`src/rtl/adc_sample_buffer_if.sv`:
```
// adc_sample_buffer_if -- sample-in / FIFO-out bundle for adc_sample_buffer.
//   in_dat    : parallel sample from the ADC serial reader (bit 0 is the MSB)
//   in_rdy    : reader ready flag; a rising edge marks one completed sample
//   out_dat   : FIFO head word (first-word-fall-through)
//   out_valid : FIFO non-empty
//   out_ready : consumer accepts out_dat this cycle
//   level     : FIFO occupancy, 0..2^depth_log2
//   overflow  : sticky, set when an averaged word is dropped on a full FIFO
// slave = buffer side, master = reader/consumer side.
interface adc_sample_buffer_if #(
  parameter int datlen     = 12,
  parameter int depth_log2 = 4
);
  logic [0:datlen-1]   in_dat;
  logic                in_rdy;
  logic [0:datlen-1]   out_dat;
  logic                out_valid;
  logic                out_ready;
  logic [depth_log2:0] level;
  logic                overflow;

  modport slave (
    input  in_dat, in_rdy, out_ready,
    output out_dat, out_valid, level, overflow
  );

  modport master (
    output in_dat, in_rdy, out_ready,
    input  out_dat, out_valid, level, overflow
  );
endinterface

```
`src/rtl/adc_sample_buffer.sv`:
```
// adc_sample_buffer -- captures one sample per in_rdy rising edge, averages
// 2^avg_log2 samples into one word and queues it in a 2^depth_log2-deep
// first-word-fall-through FIFO.
//   clk : single clock, rising edge
//   rst : synchronous, active-high reset
//   bus : adc_sample_buffer_if.slave (sample input, FIFO output, level, overflow)
module adc_sample_buffer #(
  parameter int datlen     = 12,
  parameter int avg_log2   = 2,
  parameter int depth_log2 = 4
) (
  input  logic                 clk,
  input  logic                 rst,
  adc_sample_buffer_if.slave   bus
);

  localparam int AW    = datlen + avg_log2;
  localparam int CW    = (avg_log2 > 0) ? avg_log2 : 1;
  localparam int DEPTH = 1 << depth_log2;
  localparam logic [CW-1:0]       CNT_LAST = CW'((1 << avg_log2) - 1);
  localparam logic [depth_log2:0] LVL_FULL = (depth_log2 + 1)'(DEPTH);

  logic                  rdy_q;
  logic [AW-1:0]         acc;
  logic [CW-1:0]         cnt;
  logic [depth_log2-1:0] wptr, rptr;
  logic [depth_log2:0]   lvl;
  logic                  ovf;
  logic [datlen-1:0]     mem [DEPTH];

  logic                  cap, last, push, pop, full, wr;
  logic [AW-1:0]         sum;
  logic [datlen-1:0]     result;

  always_comb begin
    cap    = bus.in_rdy & ~rdy_q;
    // with avg_log2 = 0 cnt stays 0 and every capture completes a group
    last   = (cnt == CNT_LAST);
    sum    = acc + AW'(bus.in_dat);
    result = datlen'(sum >> avg_log2);
    push   = cap & last;
    full   = (lvl == LVL_FULL);
    pop    = bus.out_ready & (lvl != '0);
    // a pop on the same edge frees the slot, so a full FIFO still accepts
    wr     = push & (~full | pop);
  end

  always_ff @(posedge clk) begin
    if (rst) begin
      rdy_q <= 1'b1;   // an in_rdy held across reset release is not an edge
      acc   <= '0;
      cnt   <= '0;
      wptr  <= '0;
      rptr  <= '0;
      lvl   <= '0;
      ovf   <= 1'b0;
    end else begin
      rdy_q <= bus.in_rdy;
      if (cap) begin
        if (last) begin
          acc <= '0;
          cnt <= '0;
        end else begin
          acc <= sum;
          cnt <= cnt + CW'(1);
        end
      end
      if (wr)  wptr <= wptr + depth_log2'(1);
      if (pop) rptr <= rptr + depth_log2'(1);
      case ({wr, pop})
        2'b10:   lvl <= lvl + (depth_log2 + 1)'(1);
        2'b01:   lvl <= lvl - (depth_log2 + 1)'(1);
        default: lvl <= lvl;
      endcase
      if (push & full & ~pop) ovf <= 1'b1;
    end
  end

  // storage is not reset; level gates visibility
  always_ff @(posedge clk) begin
    if (wr & ~rst) mem[wptr] <= result;
  end

  assign bus.out_dat   = mem[rptr];
  assign bus.out_valid = (lvl != '0);
  assign bus.level     = lvl;
  assign bus.overflow  = ovf;

endmodule

```
`src/flat_wrapper.sv`:
```
// flat-port wrapper written by rule: the top's interface ports become plain ports
module adc_sample_buffer_flat 
#(
  parameter int datlen     = 12,
  parameter int avg_log2   = 2,
  parameter int depth_log2 = 4
)
  (clk, rst, bus_in_dat, bus_in_rdy, bus_out_ready, bus_out_dat, bus_out_valid, bus_level, bus_overflow);
  adc_sample_buffer_if #(.datlen(datlen), .depth_log2(depth_log2)) bus_i ();
  input  logic clk;
  input  logic rst;
  input wire logic [$bits(bus_i.in_dat)-1:0] bus_in_dat;
  input wire logic [$bits(bus_i.in_rdy)-1:0] bus_in_rdy;
  input wire logic [$bits(bus_i.out_ready)-1:0] bus_out_ready;
  output wire logic [$bits(bus_i.out_dat)-1:0] bus_out_dat;
  output wire logic [$bits(bus_i.out_valid)-1:0] bus_out_valid;
  output wire logic [$bits(bus_i.level)-1:0] bus_level;
  output wire logic [$bits(bus_i.overflow)-1:0] bus_overflow;
  assign bus_i.in_dat = bus_in_dat;
  assign bus_i.in_rdy = bus_in_rdy;
  assign bus_i.out_ready = bus_out_ready;
  assign bus_out_dat = bus_i.out_dat;
  assign bus_out_valid = bus_i.out_valid;
  assign bus_level = bus_i.level;
  assign bus_overflow = bus_i.overflow;
  adc_sample_buffer #(.datlen(datlen), .avg_log2(avg_log2), .depth_log2(depth_log2)) u_core (.clk(clk), .rst(rst), .bus(bus_i));
endmodule
```
`config.mk`:
```
export PLATFORM = sky130hd
export DESIGN_NAME = adc_sample_buffer_flat
export DESIGN_NICKNAME = d
export VERILOG_FILES = /design/src/rtl/adc_sample_buffer_if.sv /design/src/rtl/adc_sample_buffer.sv /design/src/flat_wrapper.sv
export SDC_FILE = /design/constraint.sdc
export NUM_CORES = 1
export LEC_CHECK = 0
export BUFFER_PORTS_ARGS = -buffer_cell sky130_fd_sc_hd__buf_2
export CORE_AREA = 2 2 141 143
export DETAILED_ROUTE_END_ITERATION = 10
export DIE_AREA = 0 0 143 145
export PLACE_DENSITY = 0.64
export REMOVE_ABC_BUFFERS = 1
export SETUP_SLACK_MARGIN = 0.05
export SYNTH_ARGS = -nofsm -noshare
export SYNTH_HDL_FRONTEND = slang
export SYNTH_SLANG_ARGS = --single-unit
```
`constraint.sdc`:
```
create_clock -name clk -period 6.95 [get_ports clk]
set_input_delay 0.695 -clock clk [delete_from_list [all_inputs] [get_ports clk]]
set_output_delay 0.695 -clock clk [all_outputs]
set_load 0.02 [all_outputs]
```
Word-level counts from Yosys, hierarchy flattened
Memories as Yosys holds them, arrays and structs flattened. A register that Yosys moved wholly into a read port is not among the register bits.
Index checks and enable logic that the tools add are counted.
{"block": "totals", "register_bits": 31, "latchBits": 0, "ram_bits": 192, "mem_bits_ro": 0, "input_bits": 16, "out_inout_bits": 19, "word_cells": 39, "n_memories": 1}
{"block": "op_classes", "add_sub_neg": 6, "mul": 0, "n_div": 0, "n_lt_le_gt_ge": 0, "n_eq_ne": 4, "n_shift": 0, "n_mux": 7, "bitwise_logic": 12, "reduce_logical": 2}
{"memory": "u_core.mem", "depth": 16, "width": 12, "read_ports": 1, "rd_clocked_by_memory_dff": 1, "write_ports": 1, "line_no": "adc_sample_buffer.sv:29", "rtl": "logic [datlen-1:0] mem [DEPTH];"}
{"operator": "adder 14 x 12 -> 14 bit", "count": 1}
{"operator": "2-to-1 mux 14 bit", "count": 1}
{"operator": "one-hot mux 5 bit (2 select lines)", "count": 1}
{"operator": "adder 4 x 1 -> 4 bit, second input constant", "count": 2}
{"operator": "2-to-1 mux 4 bit", "count": 2}
{"operator": "AND 1 bit", "count": 7}
{"operator": "adder 5 x 1 -> 5 bit, second input constant", "count": 1}
{"operator": "equality test 5 bit, second input constant", "count": 1}
{"operator": "nonzero test 5 bit", "count": 1}
{"operator": "subtractor 5 x 1 -> 5 bit, second input constant", "count": 1}
{"operator": "equality test 2 bit, second input constant", "count": 2}
{"operator": "inverter 1 bit", "count": 4}
{"operator": "adder 2 x 1 -> 2 bit, second input constant", "count": 1}
{"operator": "equality test 2 x 1 -> 1 bit, second input constant", "count": 1}
{"operator": "2-to-1 mux 1 bit", "count": 2}
{"operator": "2-to-1 mux 2 bit", "count": 1}
{"operator": "nonzero test 2 bit", "count": 1}
{"operator": "bitwise OR 1 bit", "count": 1}

Longest topological paths before layout
Gate-level depths: netlist of the first run.
{"block": "depth", "ltp_word": 7, "depth_mapped": 11, "depth_no_buf": 10}

Least setup slack after synthesis of the first run
OpenSTA, ideal clock, no wires.
{"block": "synth_timing", "path_type": "in2reg", "from": "in bus_in_dat[0]", "to": "mem u_core.mem[0][10] (data pin)", "setup_ps": 352, "arrival_ps": 2919, "required_time_ps": 6598, "slack_ps": 3679, "path_stages": 8, "n_path_buf": 0, "cell_sequence": "ha_1 inv_1 fa_1 nor2b_1 o2111ai_1 a211oi_1 nor2_1 a311oi_1"}
{"block": "synth_between", "elab_chain_len": 1}
{"item": "start, declared", "line_no": "flat_wrapper.sv:12", "rtl": "input wire logic [$bits(bus_i.in_dat)-1:0] bus_in_dat;"}
{"item": "adder 14 x 12 -> 14 bit", "line_no": "adc_sample_buffer.sv:39", "rtl": "sum = acc + AW'(bus.in_dat);"}
{"item": "via u_core.sum[12]", "line_no": "adc_sample_buffer.sv:32", "rtl": "logic [AW-1:0] sum;"}
{"item": "end, declared", "line_no": "adc_sample_buffer.sv:29"}
The timed path passes the listed nets, and every way through them passes these cells.

==> results of run 1 <==
-- placed cells by master (no fill, tap or decap), types with 3 or more instances in the layout --
master,count
a31o_2,3
buf_2,34
and3_1,3
nor3_1,6
nand3_1,8
ha_1,20
dfxtp_1,33
o21ai_0,12
clkbuf_1,8
a22oi_1,5
clkinv_2,4
a21oi_1,22
and2_1,4
a32oi_1,3
clkbuf_16,24
a21o_1,4
nor2b_1,3
nor3_2,4
nand2_1,25
xor2_1,8
mux4_2,60
edfxtp_1,192
nand2b_1,4
mux2i_1,3
buf_4,11
a31oi_1,3
or3_1,5
o211ai_1,3
inv_1,11
xnor2_1,6
nor2_1,39
-- state kept, by name (all words and copies together), names as in the netlist, named ones only --
register             cells
u_core.wptr              4
u_core.rdy_q             1
u_core.acc              14
u_core.cnt               2
u_core.mem             192
u_core.bus.level         5
u_core.bus.overflow      1
u_core.rptr              4
-- kinds of logic after synthesis --
| group | synth area share [%] |
|---|---|
| DFF | 68.0 |
| and+or+nand+nor | 5.76 |
| AOI/OAI and AO/OA | 5.96 |
| muxes | 14.6 |
| buffers and inverters | 1.56 |
| adders and majority gates | 2.84 |
| xor gates and xnor gates | 1.29 |
-- report_power, final --
part / internal, mW / switching (mW)
clock network: 0.642 / 0.477
logic: 0.345 / 0.338
registers: 1.54 / 0.112
total: 2.53 / 0.927
-- final cells by class --
type	count	area (µm²)	share of cell area, %
clock buffers	33	644	6.03
clock inverters	6	31.3	0.293
flip-flops and latches	227	6470	60.5
multi-input cells	289	2920	27.3
inverters	11	41.3	0.386
repair buffers	45	253	2.36
well taps	265	332	3.10
-- path summary, 6_finish.rpt --
| check | from | to | slack [ns] | depth (start not counted) |
|---|---|---|---|---|
| worst min-delay path | bus_in_rdy | u_core.rdy_q | 0.45 | 2 |
| worst min register to register | u_core.cnt[1] | u_core.cnt[1] | 0.47 | 2 |
| worst max register to register | u_core.cnt[0] | u_core.mem[15][11] | 3.81 | 6 |
| worst max-delay path | flip-flop | bus_out_dat[7] | 3.40 | 3 |
-- routing by layer --
metal / GRT usage, % / wire [µm] / up-vias
met2: 31.1 / 9320 / 164
met3: 2.54 / 911 / 31
met5: 0 / 0 / -
met1: 26.6 / 8420 / 2652
li1: - / - / 2313
met4: 5.10 / 396 / 0
-- worst reg2reg max path: cells and delay by family (launching register included) --
kind | cells | cell delay (ns)
AND/OR/NAND/NOR | 4 | 1.67
flip-flops | 1 | 0.35
adder cells (fa/ha/maj) | 1 | 0.33
AO/OA/AOI/OAI | 1 | 0.39
==> flow_summary.json, run 1 <==
{
  "status": "complete, no violations",
  "finalPower_mw": 3.46,
  "crit_required_ns": 6.25,
  "finClkSkew_ns": 0.00905,
  "fmax_ghz": 0.281,
  "finalMaxSlewViolations": 0,
  "stdcell_count": 876,
  "final_core_util_pct": 55.7,
  "crit_family": "multiplexers",
  "synth_area_um2": 9520,
  "avgSynthCellArea_um2": 17.4,
  "placed_area_um2": 10000,
  "post-place-ws_ns": 3.62,
  "min_period_over_period_pct": 51.1,
  "fp.coreArea_um2": 19200,
  "path_class": "flip-flop to output pin",
  "cts_tree": "yes",
  "peakVddDrop_v": 0.000202,
  "ios": 35,
  "synthArstFlopShare_pct": 0,
  "ys.flop_type": "edfxtp_1",
  "rows": 51,
  "yosys_warnings": 0,
  "cts_resized": 0,
  "place_inst": 836,
  "powerDensity_nw_per_um2": 323,
  "via_count": 5160,
  "synthDistinctLibCells": 58,
  "period_needed_ns": 3.55,
  "cts_max_level": 1,
  "yosysTopAreaCell": "edfxtp_1",
  "worst-path-buf-inv": 1,
  "antenna_found_initial": 0,
  "clk_pin_slew_ns": 0.06,
  "yosys.area.top_type_share_pct": 60.6,
  "ctsRootBufferMaster": "clkbuf_16",
  "end_kind": "output pin",
  "crit_chain": "mux4_2, mux4_2, buf_2",
  "clkSinkCount": 227,
  "die_h_um": 145,
  "min_path_type": "input port to flip-flop",
  "rsz0062_at_grt": "no",
  "synth_cells": 548,
  "drc": 0,
  "totalWireLength_um": 19000,
  "nets": 634,
  "synth_seq_cells": 227,
  "worst_slew_pin_slew_ns": 1.32,
  "grt_pass1_wl_um": 29800,
  "maxCapViolCount": 0,
  "gp_congestion": 0.901,
  "critPathMaxStageDelay_ns": 1.01,
  "numCtsBuffers": 23,
  "hold_ws_ns": 0.451,
  "final_area_um2": 10700,
  "synth_commonest_cells": "edfxtp_1, mux4_2, nor2_1, dfxtp_1, nand2_1",
  "crit_slowest_cell": "dfxtp_4",
  "grt_usage_pct": 18.9,
  "crit_fanout": 48,
  "drive_gt1_share_pct": 25.4,
  "maxSlewHeadroom_pct": 11.8,
  "vias_per_cell": 5.89,
  "yosysMostFrequentCell": "edfxtp_1",
  "drtIter0Drc": 300,
  "cts_setup_buffers": 0,
  "n_antenna_cell": 0,
  "hold_buffers": 0,
  "nFillCells": 1502,
  "setup_violations": 0,
  "initial_core_util_pct": 49.5,
  "synth_seq_area_share_pct": 68.0,
  "area_growth_pct": 12.4,
  "portBuffers": 34,
  "synth_enable_flop_cells": 192,
  "cp.arrival_ns": 2.86,
  "worst_slack_ns": 3.40,
  "cp-start-kind": "flip-flop",
  "clock_latency_ns": 0.50,
  "dpl.hpwl_um": 11900,
  "dieArea_um2": 20700,
  "grt_pass1_vias": 5305,
  "drt_pass1_iterations": 5,
  "crit_top_cell": "mux4_2",
  "clock_path_buffers": 3,
  "leakage_nw": 3.53,
  "wl_per_cell_um": 21.7,
  "overflow": 0,
  "synth.top_cells.by_area": "edfxtp_1, mux4_2, dfxtp_1",
  "grt_max_degree": 49,
  "die_w_um": 143,
  "hold_viol": 0,
  "fin_setup_tns_ns": 0,
  "drtAntennaViolNets": 0
}
Power figures use the tool's default switching activity.
==> run 2, diff against run 1 <==
--- a/config.mk
+++ b/config.mk
@@ -9,7 +9,7 @@
 export CORE_AREA = 2 2 141 143
 export DETAILED_ROUTE_END_ITERATION = 10
 export DIE_AREA = 0 0 143 145
-export PLACE_DENSITY = 0.64
+export PLACE_DENSITY = 0.67
 export REMOVE_ABC_BUFFERS = 1
 export SETUP_SLACK_MARGIN = 0.05
 export SYNTH_ARGS = -nofsm -noshare
==> constraint.sdc (replaced) <==
create_clock -name clk -period 3 [get_ports clk]
set_input_delay 0.3 -clock clk [delete_from_list [all_inputs] [get_ports clk]]
set_output_delay 0.3 -clock clk [all_outputs]
set_load 0.02 [all_outputs]
==> run 2 against run 1 <==
Worst hold slack worse by 0.40 ns. Setup slack worse by 3.2 ns. Non-clock buffer count up 18. Combinational power rose to 2.5 times the previous value. Die area unchanged. First-iteration DRC count up 42%. Clock skew about the same.
==> flow_summary.json, run 2 (synthesized netlist as in run 1, its figures left out) <==
{
  "finalMaxSlewViolations": 0,
  "powerDensity_nw_per_um2": 738,
  "drtIter0Drc": 425,
  "area_growth_pct": 14.2,
  "finalPower_mw": 8.02,
  "grt_max_degree": 49,
  "hold_ws_ns": 0.0462,
  "final_cell_mix": "edfxtp_1, mux4_2, nor2_1, buf_2, dfxtp_1",
  "netSwitchingFraction_pct": 26.2,
  "dieArea_um2": 20700,
  "grt_usage_pct": 19.2,
  "place_inst": 854,
  "ios": 35,
  "grt_pass1_vias": 5207,
  "clock_latency_ns": 0.49,
  "drtAntennaViolNets": 0,
  "via_count": 5186,
  "nets": 652,
  "finClkSkew_ns": 0.00895,
  "drive_gt1_share_pct": 27.5,
  "overflow": 0,
  "drc": 0,
  "portBuffers": 34,
  "final_common_cell": "edfxtp_1",
  "maxSlewHeadroom_pct": 15.1,
  "cts_max_level": 1,
  "p_int_mw": 5.92,
  "dpl.hpwl_um": 11900,
  "worst_slew_pin_slew_ns": 1.26,
  "path_class": "flip-flop to output pin",
  "placed_area_um2": 10200,
  "end_kind": "output pin",
  "cts_tree": "yes",
  "peakVddDrop_v": 0.000528,
  "stdcell_count": 893,
  "final_area_um2": 10900,
  "crit_required_ns": 2.70,
  "period_needed_ns": 2.81,
  "cp-start-kind": "flip-flop",
  "rsz0062_at_grt": "no",
  "status": "complete, no violations",
  "critPathMaxStageDelay_ns": 0.54,
  "power.net_switching_mw": 2.11,
  "cp.arrival_ns": 2.51,
  "hold_viol": 0,
  "min_period_over_period_pct": 93.6,
  "clock_path_buffers": 3,
  "ctsRootBufferMaster": "clkbuf_16",
  "final_core_util_pct": 56.6,
  "rows": 51,
  "maxCapViolCount": 0,
  "totalWireLength_um": 19400,
  "p_clk_share_pct": 32.4,
  "top_register": "u_core.mem",
  "fp.coreArea_um2": 19200,
  "crit_top_cell": "mux4_2",
  "crit_chain": "buf_12, mux4_2, mux4_2, buf_2",
  "min_path_type": "input port to flip-flop",
  "leakage_nw": 3.62,
  "cts_setup_buffers": 0,
  "clkSinkCount": 227,
  "antenna_found_initial": 0,
  "grt_pass1_wl_um": 30000,
  "gp_congestion": 0.858,
  "fmax_ghz": 0.356,
  "clk_pin_slew_ns": 0.06,
  "crit_slowest_cell": "dfxtp_4",
  "initial_core_util_pct": 49.5,
  "drt_pass1_iterations": 5,
  "wl_per_cell_um": 21.7,
  "crit_fanout": 19,
  "die_w_um": 143,
  "numCtsBuffers": 23,
  "vias_per_cell": 5.81,
  "n_antenna_cell": 0,
  "largest_register_ffs": 192,
  "setup_violations": 0,
  "p_comb_share_pct": 21.4,
  "pwr-share-seq_pct": 46.2,
  "die_h_um": 145
}
==> run 2: cell types whose count changed in the layout (fill, tap and decap cells not counted), sizes merged <==
cell | previous run | this run
buf | 45 | 63
bufinv | 0 | 1
clkbuf | 33 | 31
clkinv | 5 | 4
inv | 11 | 12
==> run 2: critical path: cells and delay by family (launching register included) <==
family	cells	cell delay (ns)
muxes	2	1.03
buffers and inverters	2	0.42
DFF	1	0.54
==> run 2: repair_timing <==
item	in CTS	in global routing
endpoints found under the setup margin	0	32
hold buffers	0	0
resized for setup	0	2
==> run 2: per-layer routing <==
layer  global-route usage, %  wire length (µm)
met1                    25.6              7740
met2                    33.4             10100
met3                    2.64              1140
met4                    4.46               340
met5                       0                 0
==> run 2: power by group through the flow <==
stage               registers [mW]  logic [mW]  clock network [mW]
finish                        3.71        1.72                2.60
global route                  3.72        1.87                2.78
CTS                           3.71        1.74                2.65
detailed placement            3.78        1.74                   0
global placement              3.77        1.70                   0
floorplan                     3.90        1.14                   0
==> run 2: worst paths after layout <==
| kind | startpoint | endpoint | slack [ns] | depth (start not counted) |
|---|---|---|---|---|
| worst max-delay path | flip-flop | bus_out_dat[8] | 0.19 | 4 |
| worst min-delay path | bus_in_rdy | u_core.rdy_q | 0.05 | 2 |
| worst max register to register | u_core.acc[0] | u_core.mem[6][8] | 0.31 | 8 |
| worst min register to register | u_core.cnt[1] | u_core.cnt[1] | 0.48 | 2 |
==> run 2: area by class of cell <==
cell class	count	area [µm²]
tap	265	332
timing repair buffer	63	425
inverter	11	41.3
fill	1458	8340
sequential	227	6470
clock buffer	31	606
multi-input combinational	289	2930
clock inverter	7	63.8
==> run 2: per-stage QoR <==
| stage | setup WS [ns] | TNS, ns |
|---|---|---|
| after floorplan | -0.576 | -6.92 |
| after global placement | 0.355 | 0 |
| after detailed placement | 0.186 | 0 |
| after CTS | 0.119 | 0 |
| after global routing | 0.0667 | 0 |
| final | 0.192 | 0 |
